[src/rtl/ysyx_22050078_ifu_fetch.sv]
`default_nettype none
// ============================================================================
// Module   : ysyx_22050078_ifu_fetch
// Brief    : Instruction fetch unit. Owns the fetch PC, keeps one imem request
//            in flight and hands each instruction with its PC to IF/ID.
// Revision : 1.0 - initial release
// ============================================================================
module ysyx_22050078_ifu_fetch #(
  parameter int          CPU_WIDTH = 64,
  parameter int          INS_WIDTH = 32,
  parameter logic [63:0] RESET_PC  = 64'h8000_0000
) (
  input  logic                 i_clk,
  input  logic                 i_rst,
  input  logic                 i_stall,
  input  logic                 i_redirect,
  input  logic [CPU_WIDTH-1:0] i_redirect_pc,
  output logic                 o_imem_req,
  output logic [CPU_WIDTH-1:0] o_imem_addr,
  input  logic                 i_imem_gnt,
  input  logic                 i_imem_rvalid,
  input  logic [INS_WIDTH-1:0] i_imem_rdata,
  output logic                 o_ifu_valid,
  output logic [INS_WIDTH-1:0] o_ifu_ins,
  output logic [CPU_WIDTH-1:0] o_ifu_pc
);

  localparam logic [INS_WIDTH-1:0] c_nop        = INS_WIDTH'(32'h0000_0013);
  localparam logic [CPU_WIDTH-1:0] c_align_mask = ~(CPU_WIDTH'(3));

  typedef enum logic [1:0] {
    S_REQ  = 2'd0,
    S_WAIT = 2'd1,
    S_HOLD = 2'd2
  } state_t;

  state_t                 r_state;
  logic [CPU_WIDTH-1:0]   r_pc;
  logic [CPU_WIDTH-1:0]   r_req_pc;
  logic                   r_drop;
  logic                   r_ifu_valid;
  logic [INS_WIDTH-1:0]   r_ifu_ins;
  logic [CPU_WIDTH-1:0]   r_ifu_pc;
  logic [CPU_WIDTH-1:0]   w_redirect_pc;

  assign w_redirect_pc = i_redirect_pc & c_align_mask;

  // Request is masked during reset so a stale state never leaks onto the bus.
  assign o_imem_req  = !i_rst && (r_state == S_REQ);
  assign o_imem_addr = r_pc;

  assign o_ifu_valid = r_ifu_valid;
  assign o_ifu_ins   = r_ifu_ins;
  assign o_ifu_pc    = r_ifu_pc;

  always_ff @(posedge i_clk) begin
    if (i_rst) begin
      r_state     <= S_REQ;
      r_pc        <= RESET_PC[CPU_WIDTH-1:0];
      r_req_pc    <= '0;
      r_drop      <= 1'b0;
      r_ifu_valid <= 1'b0;
      r_ifu_ins   <= c_nop;
      r_ifu_pc    <= '0;
    end else if (i_redirect) begin
      // Redirect wins over stall and normal flow; anything on the old path dies.
      r_pc        <= w_redirect_pc;
      r_ifu_valid <= 1'b0;
      r_ifu_ins   <= c_nop;
      r_ifu_pc    <= '0;
      case (r_state)
        S_REQ: begin
          if (i_imem_gnt) begin
            r_req_pc <= r_pc;
            r_drop   <= 1'b1;
            r_state  <= S_WAIT;
          end
        end
        S_WAIT: begin
          if (i_imem_rvalid) begin
            r_drop  <= 1'b0;
            r_state <= S_REQ;
          end else begin
            r_drop  <= 1'b1;
          end
        end
        default: r_state <= S_REQ;
      endcase
    end else begin
      case (r_state)
        S_REQ: begin
          if (i_imem_gnt) begin
            r_req_pc <= r_pc;
            r_state  <= S_WAIT;
          end
        end
        S_WAIT: begin
          if (i_imem_rvalid) begin
            if (r_drop) begin
              r_drop  <= 1'b0;
              r_state <= S_REQ;
            end else begin
              r_ifu_valid <= 1'b1;
              r_ifu_ins   <= i_imem_rdata;
              r_ifu_pc    <= r_req_pc;
              r_pc        <= r_req_pc + CPU_WIDTH'(4);
              r_state     <= S_HOLD;
            end
          end
        end
        S_HOLD: begin
          if (!i_stall) begin
            r_ifu_valid <= 1'b0;
            r_ifu_ins   <= c_nop;
            r_ifu_pc    <= '0;
            r_state     <= S_REQ;
          end
        end
        default: r_state <= S_REQ;
      endcase
    end
  end

endmodule
`default_nettype wire

[config.mk]
export PLATFORM = sky130hd
export DESIGN_NAME = ysyx_22050078_ifu_fetch
export DESIGN_NICKNAME = d
export VERILOG_FILES = /design/src/rtl/ysyx_22050078_ifu_fetch.sv
export SDC_FILE = /design/constraint.sdc
export NUM_CORES = 1
export LEC_CHECK = 0
export ABC_AREA = 1
export CAP_MARGIN = 20
export CORE_MARGIN = 2
export CORE_UTILIZATION = 45
export CTS_CLUSTER_DIAMETER = 80
export DETAILED_ROUTE_END_ITERATION = 16
export GPL_TIMING_DRIVEN = 0
export PLACE_DENSITY = 0.77
export SYNTH_ARGS = -nofsm -noshare
export SYNTH_HDL_FRONTEND = slang
export SYNTH_SLANG_ARGS = --single-unit
[constraint.sdc]
create_clock -name i_clk -period 1.6 [get_ports i_clk]
set_input_delay 0.48 -clock i_clk [delete_from_list [all_inputs] [get_ports i_clk]]
set_output_delay 0.48 -clock i_clk [all_outputs]
set_load 0.01 [all_outputs]
==> metrics.yaml, run 1 <==
status: "finished with violations"
final_nets: 1994
detail_route.vias_per_cell: 5.51
synthAdderAreaFrac_pct: 0.119
crit_type: "reg -> out"
fin_hold_ws_ns: 0.287
r2r_cells: 11
core_area_um2: 22800
fin_skew_ns: 0.0153
syn-instance-count: 1517
synth_seq_cells: 228
via_count: 12200
synth-xor-area-share_pct: 0.334
cp_max_fo: 3
hp-class: "in -> reg"
grt.overflow.total: 0
ctsLongestPathBuffers: 3
worst_slew_pin_slew_ns: 0.870
fmax_ghz: 0.577
p_per_area_nw_per_um2: 821
synth_nets: 1620
antenna_found_initial: 0
crit_path_start_kind: "flip-flop"
violations: "setup timing"
clkSinkCount: 228
power_uw: 13600
setup-violations-final: 99
layout_setup_ws_ns: -0.134
drive_gt1_share_pct: 39.4
grt_first_pass_wirelength_mm: 67.2
synth_warnings: 0
yosys.area_share.simple_pct: 27.3
power.leakage_uw: 0.00681
crit_slowest_cell: "dfxtp_4"
syn_avg_cell_area_um2: 6.92
yosysUniqueCellTypes: 35
syn_area_um2: 10500
drtIter0Drc: 920
dp_hpwl_mm: 34.4
die_area_um2: 24600
period_share_pct: 108
yosysSeqAreaShare_pct: 43.5
synth_top_family_by_area: "simple AND/OR/NAND/NOR gates"
routedWlPerCell_um: 20.7
cts_root_buffer: "clkbuf_16"
die_h_um: 157
crit_arrival_ns: 1.25
ir_drop_mv: 0.827
cp-end-kind: "output pin"
clk_latency_ns: 0.53
grt_max_degree: 16
dr.pass1.iters: 5
drc: 0
start_util_pct: 46.1
synth_compound_area_share_pct: 18.5
finalHoldViolCount: 0
path_cells: "nor2_4 -> inv_2 -> nor2_2 -> buf_2"
drt-total-wl_mm: 46.0
place_ws_ns: -1.16
grt_use_total_pct: 35.7
fin_crit_ns: 1.73
maxSlewHeadroom_pct: 42.0
htreeDepth: 1
area_growth_syn_to_layout_pct: 58.4
io_buffers: 259
io_pins: 264
cts_tree: "done"
die-width_um: 157
cpPeakStageDelay_ns: 0.37
cts_made_buffers: 24
synth_mux_area_share_pct: 0
clkTransAtPathRegs_ns: 0.07
rsz0062_at_grt: "true"
gp_congestion: 0.979
async_flop_share_pct: 0
drv_slew: 0
rows: 55
ant_nets: 0
max_cap_viol_count: 0
synth_edf_count: 0
yosys_most_used_dff: "dfxtp_1"
crit_required_ns: 1.12
first_global_vias: 11500
hold_depth: 2
[timing repair]
action / CTS / global route
resized for setup: 761 / 454
setup endpoints to repair: 390 / 332
pin swaps: 54 / 88
hold buffers: 0 / 0
setup buffers: 47 / 42
cloned: 1 / 2
[power by group]
part	switching (uW)	internal (uW)
clock network	2400	3090
registers	303	5950
logic	1080	815
total	3780	9860
[cell usage in the layout, fill, tap and decap left out, types with 17 or more instances in the layout]
cell / count
a21oi_2: 17
nand3_1: 103
dfxtp_1: 121
dfxtp_4: 17
dfxtp_2: 90
nand2_4: 29
clkdlybuf4s50_1: 96
clkbuf_2: 61
clkbuf_16: 27
buf_4: 65
nor2_1: 72
nor2_4: 71
nand3_2: 38
a22oi_2: 21
clkdlybuf4s15_2: 46
nor2_2: 21
o21ai_1: 35
o21ai_0: 138
a31oi_1: 19
buf_6: 30
clkbuf_1: 27
nand2_1: 218
inv_1: 182
a21oi_1: 93
nand2_2: 65
buf_2: 61
[final cells by class]
cell class | instances | area [um^2]
Tap cell | 313 | 392
Antenna cell | 1 | 2.50
Buffer | 75 | 572
Inverter | 197 | 777
Multi-Input combinational cell | 1015 | 6340
Clock buffer | 31 | 658
Timing Repair Buffer | 350 | 3030
Fill cell | 1824 | 6150
Sequential cell | 228 | 4740
Clock inverter | 11 | 106
[final timing paths]
kind / from / end / slack, ns
setup / recovery: r_state[1] / o_imem_req / -0.13
hold / removal: i_imem_rvalid / r_drop / 0.29
setup reg to reg: r_state[0] / o_imem_addr[37] / -0.12
hold reg to reg: o_imem_addr[40] / r_req_pc[40] / 0.46
[metal layers]
metal | track usage, % | wire (um)
met5 | 0 | 0
met1 | 49.0 | 19500
met3 | 5.37 | 3610
met4 | 10.6 | 1590
met2 | 58.1 | 21400
[cells by family (layout without fill, tap and decap cells)]
logic type | after synthesis | in the layout
compound gates | 358 | 358
xor+xnor | 4 | 4
fa+ha+maj | 1 | 1
buf+inv | 274 | 664
flops | 228 | 228
other cells | 0 | 1
simple gates | 652 | 652
[flip-flops by register name, indices dropped and copies added, names as in the netlist]
| register | cells |
|---|---|
| o_ifu_pc | 64 |
| o_imem_addr | 64 |
| r_req_pc | 64 |
| o_ifu_ins | 32 |
| r_state | 2 |
| o_ifu_valid | 1 |
| r_drop | 1 |
[synth_stat cells, types with 4 or more instances]
master / count / share of area, %
a21oi_1: 108 / 5.1
a22oi_1: 33 / 2.4
a31oi_1: 20 / 1.2
buf_1: 4 / 0.14
buf_2: 23 / 1.1
buf_4: 4 / 0.29
clkbuf_1: 44 / 1.6
dfxtp_1: 228 / 43
inv_1: 190 / 6.8
inv_2: 6 / 0.21
nand2_1: 298 / 11
nand2_2: 13 / 0.77
nand2_4: 4 / 0.43
nand3_1: 148 / 7.1
nand4_1: 13 / 0.77
nor2_1: 145 / 5.2
nor2_2: 10 / 0.60
nor2_4: 9 / 0.97
nor3_1: 7 / 0.33
o211ai_1: 4 / 0.29
o21ai_0: 169 / 8.1
o21ai_1: 14 / 0.67
xor2_1: 4 / 0.33
[through the flow]
| step | cell area (um^2) | std cells | setup TNS [ns] | utilization [%] |
|---|---|---|---|---|
| CTS | 15700 | 2179 | -3.91 | 68.8 |
| detailed placement | 13500 | 2089 | -195.15 | 59.2 |
| finish | 16600 | 2221 | -4.40 | 73.0 |
| floorplan | 10500 | 1517 | 0 | - |
| global placement | 13500 | 2089 | -191.06 | 59.2 |
| global route | 16600 | 2220 | -12.22 | 73.0 |
[critical path: cells and delay by family, from the launching register on]
family	cells	cell delay [ns]
DFF	1	0.37
buffers and inverters	2	0.18
and+or+nand+nor	2	0.17
Power figures use the tool's default switching activity.
==> run 2, diff against run 1 <==
--- a/config.mk
+++ b/config.mk
@@ -7,7 +7,6 @@
 export LEC_CHECK = 0
 export ABC_AREA = 1
 export CAP_MARGIN = 20
-export CORE_MARGIN = 2
 export CORE_UTILIZATION = 45
 export CTS_CLUSTER_DIAMETER = 80
 export DETAILED_ROUTE_END_ITERATION = 16
==> metrics.yaml, run 2 (synthesis gave the netlist of run 1 again) <==
status: "finished with violations"  # unchanged
violations: "setup timing"  # unchanged
fmax_ghz: 0.566  # was 0.577 GHz
crit_type: "reg -> out"  # unchanged
fin_hold_ws_ns: 0.277  # was 0.287 ns
dp_hpwl_mm: 33.9  # was 34.4 mm
antenna_found_initial: 0  # unchanged
area_growth_syn_to_layout_pct: 57.1  # was 58.4%
cts_tree: "done"  # unchanged
drtIter0Drc: 886  # was 920
die-width_um: 155  # was 157 um
rsz0062_at_grt: "true"  # unchanged
power.leakage_uw: 0.00697  # was 0.00681 uW
fin_skew_ns: 0.0236  # was 0.0153 ns
worst_slew_pin_slew_ns: 0.817  # was 0.870 ns
via_count: 12300  # was 12,200
core_area_um2: 22800  # unchanged
n_antenna_cell: 0  # was 1
seqCellArea_um2: 4780  # was 4740 um^2
cts_made_buffers: 24  # unchanged
hold_buffers: 0  # unchanged
setup-violations-final: 29  # was 99
crit_arrival_ns: 1.29  # was 1.25 ns
power_frac_seq_pct: 44.6  # was 45.9%
drv_slew: 0  # unchanged
fin_crit_ns: 1.77  # was 1.73 ns
clkSinkCount: 228  # unchanged
detail_route.vias_per_cell: 5.58  # was 5.51
internal_power_uw: 10200  # was 9860 uW
ir_drop_mv: 0.922  # was 0.827 mV
fill_cells: 1833  # was 1,824
final_nets: 1984  # was 1,994
layout_commonest_cell: "nand2_1"  # unchanged
grt_first_pass_wirelength_mm: 66.7  # was 67.2 mm
cp-end-kind: "output pin"  # unchanged
drt-total-wl_mm: 46.3  # was 46.0 mm
grt_max_degree: 15  # was 16
maxSlewHeadroom_pct: 45.5  # was 42.0%
dr.pass1.iters: 5  # unchanged
drc: 0  # unchanged
drive_gt1_share_pct: 39.8  # was 39.4%
cp_max_fo: 4  # was 3
ant_nets: 0  # unchanged
p_per_area_nw_per_um2: 853  # was 821 nW/um^2
die_h_um: 155  # was 157 um
routedWlPerCell_um: 21.0  # was 20.7 um
finalHoldViolCount: 0  # unchanged
multiInputGateArea_um2: 6270  # was 6340 um^2
switching_power_uw: 3830  # was 3780 uW
hp-class: "in -> reg"  # unchanged
htreeDepth: 1  # unchanged
period_share_pct: 110  # was 108%
clk_latency_ns: 0.55  # was 0.53 ns
grt_use_total_pct: 36.6  # was 35.7%
rows: 55  # unchanged
layout_setup_ws_ns: -0.167  # was -0.134 ns
first_global_vias: 11600  # was 11,500
crit_path_start_kind: "flip-flop"  # unchanged
final_cell_mix: "nand2_1 (213), inv_1 (178), o21ai_0 (154), nand3_1 (112), dfxtp_1 (112)"  # was nand2_1 (218), inv_1 (182), o21ai_0 (138), dfxtp_1 (121), nand3_1 (103)
io_pins: 264  # unchanged
gp_congestion: 1.00  # was 0.979
grt.overflow.total: 0  # unchanged
clkTransAtPathRegs_ns: 0.06  # was 0.07 ns
sw_frac_of_total_pct: 27.2  # was 27.7%
crit_required_ns: 1.12  # about the same
max_cap_viol_count: 0  # unchanged
utilization_pct: 72.4  # was 73.0%
die_area_um2: 23900  # was 24,600 um^2
io_buffers: 259  # unchanged
p_comb_share_pct: 13.0  # was 13.9%
clkPwrFrac_pct: 42.4  # was 40.3%
start_util_pct: 46.1  # unchanged
cts_root_buffer: "clkbuf_16"  # unchanged
ctsLongestPathBuffers: 3  # unchanged
-- run 2: what timing repair did --
action,4_1_cts,5_1_grt
pin swaps,43,92
endpoints found under the setup margin,390,314
resized for setup,795,428
gates cloned,0,1
buffers inserted,47,36
-- run 2: power groups by stage --
stage	combinational [uW]	clock, uW	sequential [uW]
after floorplan	751	0	6280
after global placement	1550	0	6310
after detailed placement	1580	0	6320
after CTS	1640	5950	6210
after global routing	1970	6190	6290
final	1830	5960	6270
-- run 2: cell type report --
class | instances | share of cell area [%]
Multi-Input combinational cell | 1015 | 38.0
Sequential cell | 228 | 29.0
Timing Repair Buffer | 340 | 17.5
Inverter | 197 | 4.75
Clock buffer | 32 | 4.19
Buffer | 75 | 3.23
Tap cell | 313 | 2.37
Clock inverter | 11 | 0.910
-- run 2: critical path, stage by stage, from the launching register on --
cell and delay, ns:
dfxtp_2 0.35, nor2_2 0.10, inv_1 0.07, nor2_1 0.08, buf_2 0.14
-- run 2: through the flow --
| stage | setup slack [ns] | std cells | TNS (ns) | total power [uW] | area (um^2) |
|---|---|---|---|---|---|
| final | -0.167 | 2211 | -1.81 | 14100 | 16500 |
| after global routing | -0.221 | 2211 | -4.27 | 14500 | 16500 |
| after CTS | -0.152 | 2178 | -4.33 | 13800 | 15600 |
| after detailed placement | -1.10 | 2089 | -191.20 | 7890 | 13500 |
| after global placement | -1.13 | 2089 | -183.51 | 7860 | 13500 |
| after floorplan | 0.00588 | 1517 | 0 | 7030 | 10500 |
-- run 2: worst paths after layout --
check | startpoint | end | slack [ns] | cells past startpoint
hold / removal | i_imem_rvalid | r_drop | 0.28 | 2
setup / recovery | r_state[1] | o_imem_req | -0.17 | 4
setup reg to reg | r_req_pc[2] | o_imem_addr[29] | -0.15 | 9
hold reg to reg | o_imem_addr[38] | r_req_pc[38] | 0.46 | 2
-- run 2: per-layer routing --
layer | routed length, um | share of wire, % | track usage [%]
met4 | 1740 | 3.8 | 11.4
met3 | 3830 | 8.3 | 6.86
met1 | 19200 | 42 | 48.6
met5 | 0 | 0 | 0
met2 | 21500 | 46 | 60.2
==> run 3, diff against run 2 <==
--- a/config.mk
+++ b/config.mk
@@ -9,6 +9,7 @@
 export CAP_MARGIN = 20
 export CORE_UTILIZATION = 45
 export CTS_CLUSTER_DIAMETER = 80
+export CTS_CLUSTER_SIZE = 30
 export DETAILED_ROUTE_END_ITERATION = 16
 export GPL_TIMING_DRIVEN = 0
 export PLACE_DENSITY = 0.77
==> constraint.sdc (replaced) <==
create_clock -name i_clk -period 1.45 [get_ports i_clk]
set_input_delay 0.435 -clock i_clk [delete_from_list [all_inputs] [get_ports i_clk]]
set_output_delay 0.435 -clock i_clk [all_outputs]
set_load 0.01 [all_outputs]
==> metrics.yaml, run 3 (synthesis gave the netlist of run 1 again) <==
cp_max_fo: 5  # was 4
period_share_pct: 139
die_h_um: 155  # unchanged
fin_skew_ns: 0.0451  # was 0.0236 ns
place_ws_ns: -1.26  # was -1.10 ns
gp_congestion: 1.02  # was 1.00
hp-class: "in -> reg"  # unchanged
setup-violations-final: 247  # was 29
crit_required_ns: 1.82  # was 1.12 ns
hold_buffers: 0  # unchanged
clkTransAtPathRegs_ns: 0.11  # was 0.06 ns
die_area_um2: 23900  # unchanged
core_area_um2: 22800  # unchanged
drive_gt1_share_pct: 55.5  # was 39.8%
fmax_ghz: 0.495
drt-total-wl_mm: 59.1  # was 46.3 mm
final_cell_mix: "nand2_1 (200), inv_1 (178), dfxtp_2 (172), buf_2 (137), buf_4 (127)"  # was nand2_1 (213), inv_1 (178), o21ai_0 (154), nand3_1 (112), dfxtp_1 (112)
status: "finished with violations"  # unchanged
layout_setup_ws_ns: -0.569  # was -0.167 ns
finalHoldViolCount: 0  # unchanged
die-width_um: 155  # unchanged
grt_first_pass_wirelength_mm: 74.4  # was 66.7 mm
grt.overflow.total: 0  # unchanged
worst_slew_pin_slew_ns: 1.14  # was 0.817 ns
violations: "setup timing"  # unchanged
crit_path_start_kind: "flip-flop"  # unchanged
io_pins: 264  # unchanged
ant_nets: 0  # unchanged
whs_endpoint: "r_drop"  # unchanged
timing.rr.end: "o_imem_addr[16]"  # was o_imem_addr[29]
antenna_found_initial: 1  # was 0
power_uw: 14100  # about the same
n_antenna_cell: 0  # unchanged
ir_drop_mv: 1.22  # was 0.922 mV
r2r_cells: 10  # was 9
crit_type: "reg -> reg"  # was reg -> out
io_buffers: 259  # unchanged
crit_arrival_ns: 2.38  # was 1.29 ns
max_cap_viol_count: 0  # unchanged
cts_tree: "done"  # unchanged
drtIter0Drc: 1567  # was 886
ctsLongestPathBuffers: 3  # unchanged
grt_max_degree: 31  # was 15
layout_commonest_cell: "nand2_1"  # unchanged
rsz0062_at_grt: "true"  # unchanged
final_nets: 2089  # was 1,984
routedWlPerCell_um: 25.6  # was 21.0 um
hold_depth: 2  # unchanged
area_growth_syn_to_layout_pct: 76.7  # was 57.1%
fin_crit_ns: 2.02
worstHoldStart: "i_imem_rvalid"  # unchanged
grt_use_total_pct: 40.9  # was 36.6%
power.leakage_uw: 0.00785  # was 0.00697 uW
drc: 0  # unchanged
dr.pass1.iters: 8  # was 5
cts_made_buffers: 13  # was 24
detail_route.vias_per_cell: 6.06  # was 5.58
cp-end-kind: "flip-flop"  # was output pin
via_count: 14000  # was 12,300
drv_slew: 0  # unchanged
r2r_slack_ns: -0.57  # was -0.15 ns
reg2reg_from: "r_req_pc[2]"  # unchanged
cts_root_buffer: "clkbuf_16"  # unchanged
rows: 55  # unchanged
first_global_vias: 12600  # was 11,600
start_util_pct: 46.1  # unchanged
p_per_area_nw_per_um2: 760  # was 853 nW/um^2
clkSinkCount: 228  # unchanged
maxSlewHeadroom_pct: 24.2  # was 45.5%
htreeDepth: 1  # unchanged
dp_hpwl_mm: 33.5  # was 33.9 mm
clk_latency_ns: 0.53  # was 0.55 ns
[run 3: cell count changes in the layout (fill, tap and decap cells not counted), moves of 51 or more]
cell and delta:
dfxtp_2 +84, dfxtp_1 -91, buf_4 +67, nand3_1 -66
buf_2 +54, o21ai_0 -71, nand3_2 +51, clkdlybuf4s15_2 -53
[run 3: power breakdown]
part	internal (uW)	switching [uW]	leakage, uW	total (uW)
registers	6560	376	0.00196	6940
clock network	1780	2470	0.000200	4250
logic	1280	1630	0.00569	2910
total	9630	4470	0.00785	14100
[run 3: worst max-delay path by stage]
stage	start	endpoint
detailed placement	i_rst	o_ifu_pc[47]
finish	r_req_pc[2]	o_imem_addr[16]
global placement	i_rst	o_ifu_valid
global route	r_req_pc[2]	o_imem_addr[16]
CTS	r_state[1]	o_imem_req
floorplan	r_req_pc[2]	o_imem_addr[56]
[run 3: layout make-up]
type,instances,area [um^2]
well taps,313,392
flip-flops and latches,228,4910
repair buffers,460,4170
plain buffers,71,673
multi-input cells,1015,7180
clock buffers,14,329
fillers,1277,4230
clock inverters,8,87.6
inverters,197,796
[run 3: through the flow]
step                      setup TNS (ns)  instance area (um^2)  hold slack, ns  instances  utilization (%)
after floorplan                -0.000118                 10600           0.444       1517                -
after global placement           -208.81                 13600           0.453       2089             59.5
after detailed placement         -213.71                 13600           0.458       2089             59.5
after CTS                         -16.77                 17000           0.340       2256             74.5
after global routing              -49.88                 18500           0.410       2306             81.4
final                             -48.14                 18500           0.424       2306             81.4
[run 3: repair_timing]
action                                  4_1_cts  5_1_grt
setup buffers                               129       59
cloned                                       18        2
hold endpoints to repair                      0        0
endpoints found under the setup margin      390      279
gates resized for setup                    1455      330
pin swaps                                   119       96
[run 3: critical path, stage by stage (launching register included)]
cell     delay, ns
dfxtp_4       0.41
ha_4          0.18
nand2_4       0.08
nor2_4        0.24
nand2_4       0.14
inv_4         0.13
nand3_1       0.13
nor2_1        0.17
nor2_1        0.07
o21ai_0       0.17
a21oi_1       0.14
[run 3: layer usage]
metal	vias to the layer above	wire (um)	GRT usage, %
met1	6577	20400	49.2
met5	-	13	0
met3	406	6680	7.71
li1	5893	-	-
met2	1104	26700	69.4
met4	2	5310	21.4
